`src/rtl/rr_mux_sequencer.sv`:
```
// rr_mux_sequencer
// Round-robin select sequencer that drives the select lines of a 4-to-1 mux.
// A granted channel is held for HOLD_CYCLES clocks so the mux output stays
// stable for a known window. The last-served channel gets the lowest priority
// in the next arbitration.
//
// Ports:
//   clk    in   system clock, rising-edge
//   rst    in   synchronous reset, active-high
//   en     in   enable; gates only new grants, never shortens a running one
//   r0..r3 in   per-channel requests (channel n drives mux input dn)
//   s1,s0  out  registered mux select, {s1,s0} = granted channel index
//   valid  out  high while {s1,s0} holds a granted channel
//   done   out  one-cycle pulse on the final dwell cycle of a grant
//   busy   out  high in GRANT state (same as valid)
module rr_mux_sequencer #(
  parameter int HOLD_CYCLES = 4,
  parameter int CNT_W       = 3
) (
  input  logic clk,
  input  logic rst,
  input  logic en,
  input  logic r0,
  input  logic r1,
  input  logic r2,
  input  logic r3,
  output logic s1,
  output logic s0,
  output logic valid,
  output logic done,
  output logic busy
);

  typedef enum logic {IDLE, GRANT} state_t;

  localparam logic [CNT_W-1:0] CNT_LAST = CNT_W'(HOLD_CYCLES - 1);

  state_t           state, state_next;
  logic [1:0]       sel, sel_next;
  logic [1:0]       last, last_next;
  logic [CNT_W-1:0] cnt, cnt_next;
  logic             done_next;
  logic [3:0]       req;
  logic             final_cycle;
  logic [1:0]       ptr;
  logic [1:0]       winner;
  logic             found;

  assign req         = {r3, r2, r1, r0};
  assign final_cycle = (state == GRANT) && (cnt == CNT_LAST);

  // In the final dwell cycle the pointer is already the channel being
  // served, so a back-to-back grant sees it as lowest priority.
  assign ptr = final_cycle ? sel : last;

  // Search order ptr+1, ptr+2, ptr+3, ptr (2-bit wrap); first hit wins.
  always_comb begin
    logic [1:0] idx;
    winner = ptr;
    found  = 1'b0;
    idx    = ptr;
    for (int i = 1; i <= 4; i++) begin
      idx = ptr + 2'(i);
      if (!found && req[idx]) begin
        winner = idx;
        found  = 1'b1;
      end
    end
  end

  always_comb begin
    state_next = state;
    sel_next   = sel;
    cnt_next   = cnt;
    last_next  = last;
    case (state)
      IDLE: begin
        if (en && found) begin
          sel_next   = winner;
          cnt_next   = '0;
          state_next = GRANT;
        end
      end
      GRANT: begin
        if (final_cycle) begin
          last_next = sel;
          cnt_next  = '0;
          if (en && found) begin
            sel_next = winner;
          end else begin
            state_next = IDLE;
          end
        end else begin
          cnt_next = cnt + 1'b1;
        end
      end
      default: begin
        state_next = IDLE;
        cnt_next   = '0;
      end
    endcase
    // done is registered, so it is predicted from the next counter value.
    done_next = (state_next == GRANT) && (cnt_next == CNT_LAST);
  end

  always_ff @(posedge clk) begin
    if (rst) begin
      state <= IDLE;
      sel   <= 2'd0;
      cnt   <= '0;
      last  <= 2'd3;
      done  <= 1'b0;
    end else begin
      state <= state_next;
      sel   <= sel_next;
      cnt   <= cnt_next;
      last  <= last_next;
      done  <= done_next;
    end
  end

  assign s1    = sel[1];
  assign s0    = sel[0];
  assign valid = (state == GRANT);
  assign busy  = (state == GRANT);

endmodule

```
`config.mk`:
```
export PLATFORM = sky130hd
export DESIGN_NAME = rr_mux_sequencer
export DESIGN_NICKNAME = d
export VERILOG_FILES = /design/src/rtl/rr_mux_sequencer.sv
export SDC_FILE = /design/constraint.sdc
export NUM_CORES = 1
export LEC_CHECK = 0
export ABC_AREA = 1
export CAP_MARGIN = 15
export CORE_AREA = 2 2 40 42
export CTS_BUF_LIST = sky130_fd_sc_hd__clkbuf_4 sky130_fd_sc_hd__clkbuf_8 sky130_fd_sc_hd__clkbuf_16
export CTS_CLUSTER_DIAMETER = 60
export DETAILED_ROUTE_END_ITERATION = 10
export DIE_AREA = 0 0 42 44
export PLACE_DENSITY = 0.78
export SYNTH_ARGS = -nofsm -noshare
export SYNTH_HDL_FRONTEND = slang
export SYNTH_SLANG_ARGS = --single-unit
```
`constraint.sdc`:
```
create_clock -name clk -period 2.94 [get_ports clk]
set_input_delay 0.588 -clock clk [delete_from_list [all_inputs] [get_ports clk]]
set_output_delay 0.588 -clock clk [all_outputs]
set_load 0.1 [all_outputs]
```
==> results of run 1 <==
-- registers in the layout (all words and copies together) (netlist names) --
signal and count:
cnt 3, busy 1, done 1, sel 2
last 2
-- final timing paths --
kind | startpoint | end | slack [ps] | cells after the start
max | cnt[0]$_SDFF_PP0_ | done$_SDFF_PP0_ | 980 | 13
min | cnt[0]$_SDFF_PP0_ | cnt[0]$_SDFF_PP0_ | 510 | 2
max reg2reg | cnt[0]$_SDFF_PP0_ | done$_SDFF_PP0_ | 980 | 13
min reg2reg | cnt[0]$_SDFF_PP0_ | cnt[0]$_SDFF_PP0_ | 510 | 2
-- cells in the mapped netlist --
master,n,share of area
dfxtp_1,9,0.25
nand4_2,1,0.017
nand4_1,3,0.026
nand2_2,15,0.13
a21oi_1,5,0.034
nor2_1,7,0.036
nand3_2,2,0.027
nor2_2,1,0.0086
buf_2,1,0.0069
clkinv_1,1,0.0051
inv_1,14,0.072
buf_4,1,0.010
ha_1,1,0.017
nand3b_1,1,0.010
nor2_4,1,0.015
nand2_1,38,0.20
nand4_4,1,0.029
xor2_1,1,0.012
o21ai_0,1,0.0069
nand2_4,2,0.031
nand3_1,9,0.062
-- worst max-delay path: stages, from the launching register on --
cell and delay (ps):
dfxtp_1 360, ha_1 300, nand4_1 210, nand2_2 180, nand2_2 60, nand2_1 110, nand2_1 110, nand2_2 90
nand4_4 110, nand2_2 110, nand2_2 50, nand2_1 50, nand2_1 70, nor2_2 70
-- layer usage --
| layer | wire (um) | track usage | vias up |
|---|---|---|---|
| met5 | 0 | 0 | - |
| met4 | 8 | 0.0387 | 0 |
| met3 | 95 | 0.0500 | 2 |
| met2 | 734 | 0.313 | 15 |
| met1 | 637 | 0.213 | 323 |
| li1 | - | - | 388 |
-- power by group through the flow --
stage / registers [W] / clock network [W] / logic [W]
2_1_floorplan: 0.000162 / 0 / 0.0000513
3_3_place_gp: 0.000137 / 0 / 0.0000975
3_5_place_dp: 0.000137 / 0 / 0.0000995
4_1_cts: 0.000134 / 0.000105 / 0.0000997
5_1_grt: 0.000135 / 0.000111 / 0.000107
6_report: 0.000135 / 0.000104 / 0.0000997
-- layout make-up --
class / instances / share of cell area
clock buffers: 4 / 0.0348
inverters: 15 / 0.0652
multi-input cells: 89 / 0.555
flip-flops and latches: 9 / 0.209
well taps: 16 / 0.0232
repair buffers: 11 / 0.113
-- per-stage QoR --
step                      area [sq um]  hold slack [ps]
after global placement             833              501
final                              863              510
after CTS                          863              514
after floorplan                    728              468
after detailed placement           833              508
after global routing               863              534
-- cells by family (layout without fill, tap and decap cells) --
kind of cell | after synthesis | after routing | share of synthesized area
DFF | 9 | 9 | 0.247
adders and majority gates | 1 | 1 | 0.0172
buffers and inverters | 17 | 30 | 0.0945
AOI/OAI and AO/OA | 6 | 6 | 0.0412
xor gates and xnor gates | 1 | 1 | 0.0120
and+or+nand+nor | 81 | 81 | 0.588
==> results.yml, run 1 <==
yosys:
  syn_avg_cell_area_sq_um: 6.33
  synth.cell_area_sq_um: 728
  synth_cells: 115
  syn-num-nets: 123
  yosysSeqAreaShare: 0.247
  ys_ff_latch: 9
  ys_warn_count: 0
  synth_cell_types: 21
status:
  status: "finished clean"
power_and_ir_drop:
  p_total_w: 0.000338
  power_density_nw_per_um2: 392
  pwr-share-clk: 0.308
  vdd_drop_max_uv: 241
  comb_power_share: 0.295
  p_sw_frac: 0.356
  seqPwrFrac: 0.398
  p_sw_w: 0.000120
  p_int_w: 0.000218
  leakagePower_nw: 0.436
clock_tree:
  cts.path.max_buffers: 2
  clock_sinks: 9
  hold_buffers: 0
  clkSlewWorstSetupHoldPaths_ps: 50
  htreeDepth: 1
  cts_buffers: 3
  cts.repair.resized: 0
  cts_setup_buffers: 0
  cts-root-buf: "clkbuf_4"
  clk_latency_ps: 260
  cts_tree: "done"
final_layout:
  final_util: 0.608
  layout_common_cells: "38 x nand2_1, 15 x nand2_2, 14 x inv_1, 9 x nand3_1, 9 x dfxtp_1"
  final_nets: 137
  seqCellArea_sq_um: 180
  instances_no_fill: 144
  layout-drive-gt1-share: 0.250
  syn2layout_area_growth_pct: 18.6
  fillers: 128
  multi_input_area_sq_um: 479
  final_common_cell: "nand2_1"
  diodes: 0
floorplan:
  fp.dieW_um: 42
  dieArea_sq_um: 1850
  die_y_um: 44
  core_sq_um: 1420
  rows: 14
  start_util: 0.513
  num_io_pins: 12
sta:
  final_max_slew_viol_count: 0
  final_hold_viol_count: 0
  fin_ws_ps: 976
  max_slew.worst_pin.slew_ps: 353
  period_needed_ps: 1960
  setup_tns_ps: 0
  finalSetupViolCount: 0
  fin_crit_sh: 0.668
  skew_ps: 9.92
  rsz0062_at_grt: "false"
  slew_headroom: 0.764
  max_freq_ghz: 0.509
grt:
  grt_overflow: 0
  grt_max_degree: 11
  grt_pass1_vias: 638
  grt_util_all_layers: 0.177
  antenna_found_initial: 0
  grt_pass1_wl_um: 2480
routing:
  drtPass1Iterations: 4
  drt_iter0_markers: 19
  post_drt_wl_per_cell_um: 10.3
  ant_nets: 0
  vias: 728
  wirelength_um: 1480
  viasPerCell: 5.06
  drc: 0
place:
  hpwl_um: 1200
  place_inst: 140
  gp_congestion: 0.864
  pre_cts_slack_ps: 942
  port_buffers: 11
setup_path:
  start_kind: "flop"
  path_max_fanout: 6
  crit_required_ps: 3140
  worst_setup_path_end_kind: "flop"
  arrival_ps: 2160
  crit_type: "reg -> reg"
worst_hold_path:
  hold_class: "reg -> reg"
job:
  max_cap_violations: 0
Power figures use the tool's default switching activity.
==> run 2, diff against run 1 <==
--- a/config.mk
+++ b/config.mk
@@ -7,12 +7,12 @@
 export LEC_CHECK = 0
 export ABC_AREA = 1
 export CAP_MARGIN = 15
-export CORE_AREA = 2 2 40 42
+export CORE_AREA = 2 2 41 43
 export CTS_BUF_LIST = sky130_fd_sc_hd__clkbuf_4 sky130_fd_sc_hd__clkbuf_8 sky130_fd_sc_hd__clkbuf_16
 export CTS_CLUSTER_DIAMETER = 60
 export DETAILED_ROUTE_END_ITERATION = 10
-export DIE_AREA = 0 0 42 44
-export PLACE_DENSITY = 0.78
+export DIE_AREA = 0 0 43 45
+export PLACE_DENSITY = 0.74
 export SYNTH_ARGS = -nofsm -noshare
 export SYNTH_HDL_FRONTEND = slang
 export SYNTH_SLANG_ARGS = --single-unit
==> constraint.sdc (replaced) <==
create_clock -name clk -period 1.85 [get_ports clk]
set_input_delay 0.37 -clock clk [delete_from_list [all_inputs] [get_ports clk]]
set_output_delay 0.37 -clock clk [all_outputs]
set_load 0.1 [all_outputs]
==> run 2 against run 1 <==
Effect of this change:
- sequential share of layout area decreased by 2.4 points
- critical path depth unchanged
- final area grew 19%
- non-clock buffer count is 6 higher
- sequential cell count is the same
- register-to-register slack got worse by 960 ps
- sequential power grew 64%
- first-iteration DRC count up 11%
- worst setup slack got worse by 960 ps
- clock-buffer cell count unchanged
- largest cell class unchanged
- largest power group unchanged
- highest routed layer unchanged
==> results.yml, run 2 (synthesis gave the netlist of run 1 again) <==
floorplan:
  rows: 14
  die_y_um: 45
  fp.dieW_um: 43
  core_sq_um: 1470
  dieArea_sq_um: 1940
  start_util: 0.495
  num_io_pins: 12
status:
  status: "finished clean"
sta:
  rsz0062_at_grt: "true"
  fin_crit_sh: 0.990
  final_hold_viol_count: 0
  max_slew.worst_pin.slew_ps: 279
  whs_ps: 587
  fin_ws_ps: 18.0
  skew_ps: 3.14
  slew_headroom: 0.815
  final_max_slew_viol_count: 0
  period_needed_ps: 1830
  setup_tns_ps: 0
  max_freq_ghz: 0.546
  finalSetupViolCount: 0
clock_tree:
  cts_tree: "done"
  clock_sinks: 9
  clk_latency_ps: 260
  htreeDepth: 1
  clkSlewWorstSetupHoldPaths_ps: 60
  cts-root-buf: "clkbuf_4"
  cts_buffers: 3
  cts.path.max_buffers: 2
  hold_buffers: 0
setup_path:
  crit_type: "reg -> reg"
  start_kind: "flop"
  r2r_slack_ps: 20
  worst_setup_path_end_kind: "flop"
  arrival_ps: 2030
  crit_required_ps: 2050
  path_max_fanout: 6
final_layout:
  syn2layout_area_growth_pct: 40.5
  fillers: 129
  instances_no_fill: 150
  final_nets: 143
  layout_common_cells: "31 x nand2_1, 20 x nand2_2, 13 x inv_1, 8 x nand3_1"
  final_common_cell: "nand2_1"
  largest_reg_flops: 3
  layout-drive-gt1-share: 0.403
  regMostFlops: "cnt"
  final_util: 0.696
  diodes: 0
  top_regs: "cnt (3), last (2), sel (2)"
grt:
  grt_pass1_vias: 704
  grt_pass1_wl_um: 2940
  grt_util_all_layers: 0.200
  grt_overflow: 0
  grt_max_degree: 11
  antenna_found_initial: 0
place:
  hpwl_um: 1330
  port_buffers: 11
  gp_congestion: 0.872
  place_inst: 145
  pre_cts_slack_ps: -72.3
power_and_ir_drop:
  power_density_nw_per_um2: 567
  leakagePower_nw: 0.485
  vdd_drop_max_uv: 415
worst_hold_path:
  hold_class: "reg -> reg"
routing:
  wirelength_um: 1780
  ant_nets: 0
  viasPerCell: 5.18
  drt_iter0_markers: 21
  drtPass1Iterations: 4
  post_drt_wl_per_cell_um: 11.8
  drc: 0
  vias: 777
job:
  max_cap_violations: 0
-- run 2: cell types whose count changed in the layout (fill, tap and decap cells not counted), sizes merged --
cell,change
buf,+6
-- run 2: area by class of cell --
| type | count | area [sq um] | share of cell area |
|---|---|---|---|
| Timing Repair Buffer | 17 | 193 | 0.188 |
| Tap cell | 16 | 20.0 | 0.0196 |
| Inverter | 15 | 56.3 | 0.0550 |
| Clock buffer | 4 | 30.0 | 0.0293 |
| Multi-Input combinational cell | 89 | 536 | 0.523 |
| Sequential cell | 9 | 189 | 0.185 |
-- run 2: worst paths after layout --
path,startpoint,endpoint,cells past startpoint
max reg2reg,cnt[0]$_SDFF_PP0_,done$_SDFF_PP0_,13
max,cnt[0]$_SDFF_PP0_,done$_SDFF_PP0_,13
min,sel[1]$_SDFFE_PP0P_,sel[1]$_SDFFE_PP0P_,4
min reg2reg,sel[1]$_SDFFE_PP0P_,sel[1]$_SDFFE_PP0P_,4
-- run 2: metal layers --
metal,GRT usage,vias up,part of all wire
met5,0,-,0
met2,0.342,20,0.48
li1,-,397,-
met4,0.0727,0,0.0068
met3,0.0400,2,0.035
met1,0.251,358,0.48
-- run 2: worst max-delay path: stages, from the launching register on --
cell and delay [ps]:
dfxtp_2 360, ha_4 170, nand4_1 190, nand2_2 200, nand2_1 80, nand2_2 100
nand2_2 80, nand2_2 90, nand4_4 150, nand2_4 120, nand2_2 60, nand2_1 50
nand2_1 50, nor2_2 60
-- run 2: through the flow --
stage	power [W]	area [sq um]
detailed placement	0.000404	927
CTS	0.000572	971
global placement	0.000401	927
floorplan	0.000341	737
global route	0.000606	1020
finish	0.000580	1020
-- run 2: what timing repair did --
item | 4_1_cts | 5_1_grt
gates resized for setup | 3 | 14
buffers inserted | 0 | 1
pin swaps | 1 | 3
setup endpoints to repair | 6 | 7
endpoints found under the hold margin | 0 | 0
-- run 2: report_power, final --
group / switching (W) / total [W] / internal, W
clock network: 0.0000688 / 0.000167 / 0.0000978
logic: 0.000121 / 0.000193 / 0.0000719
registers: 0.0000168 / 0.000221 / 0.000204
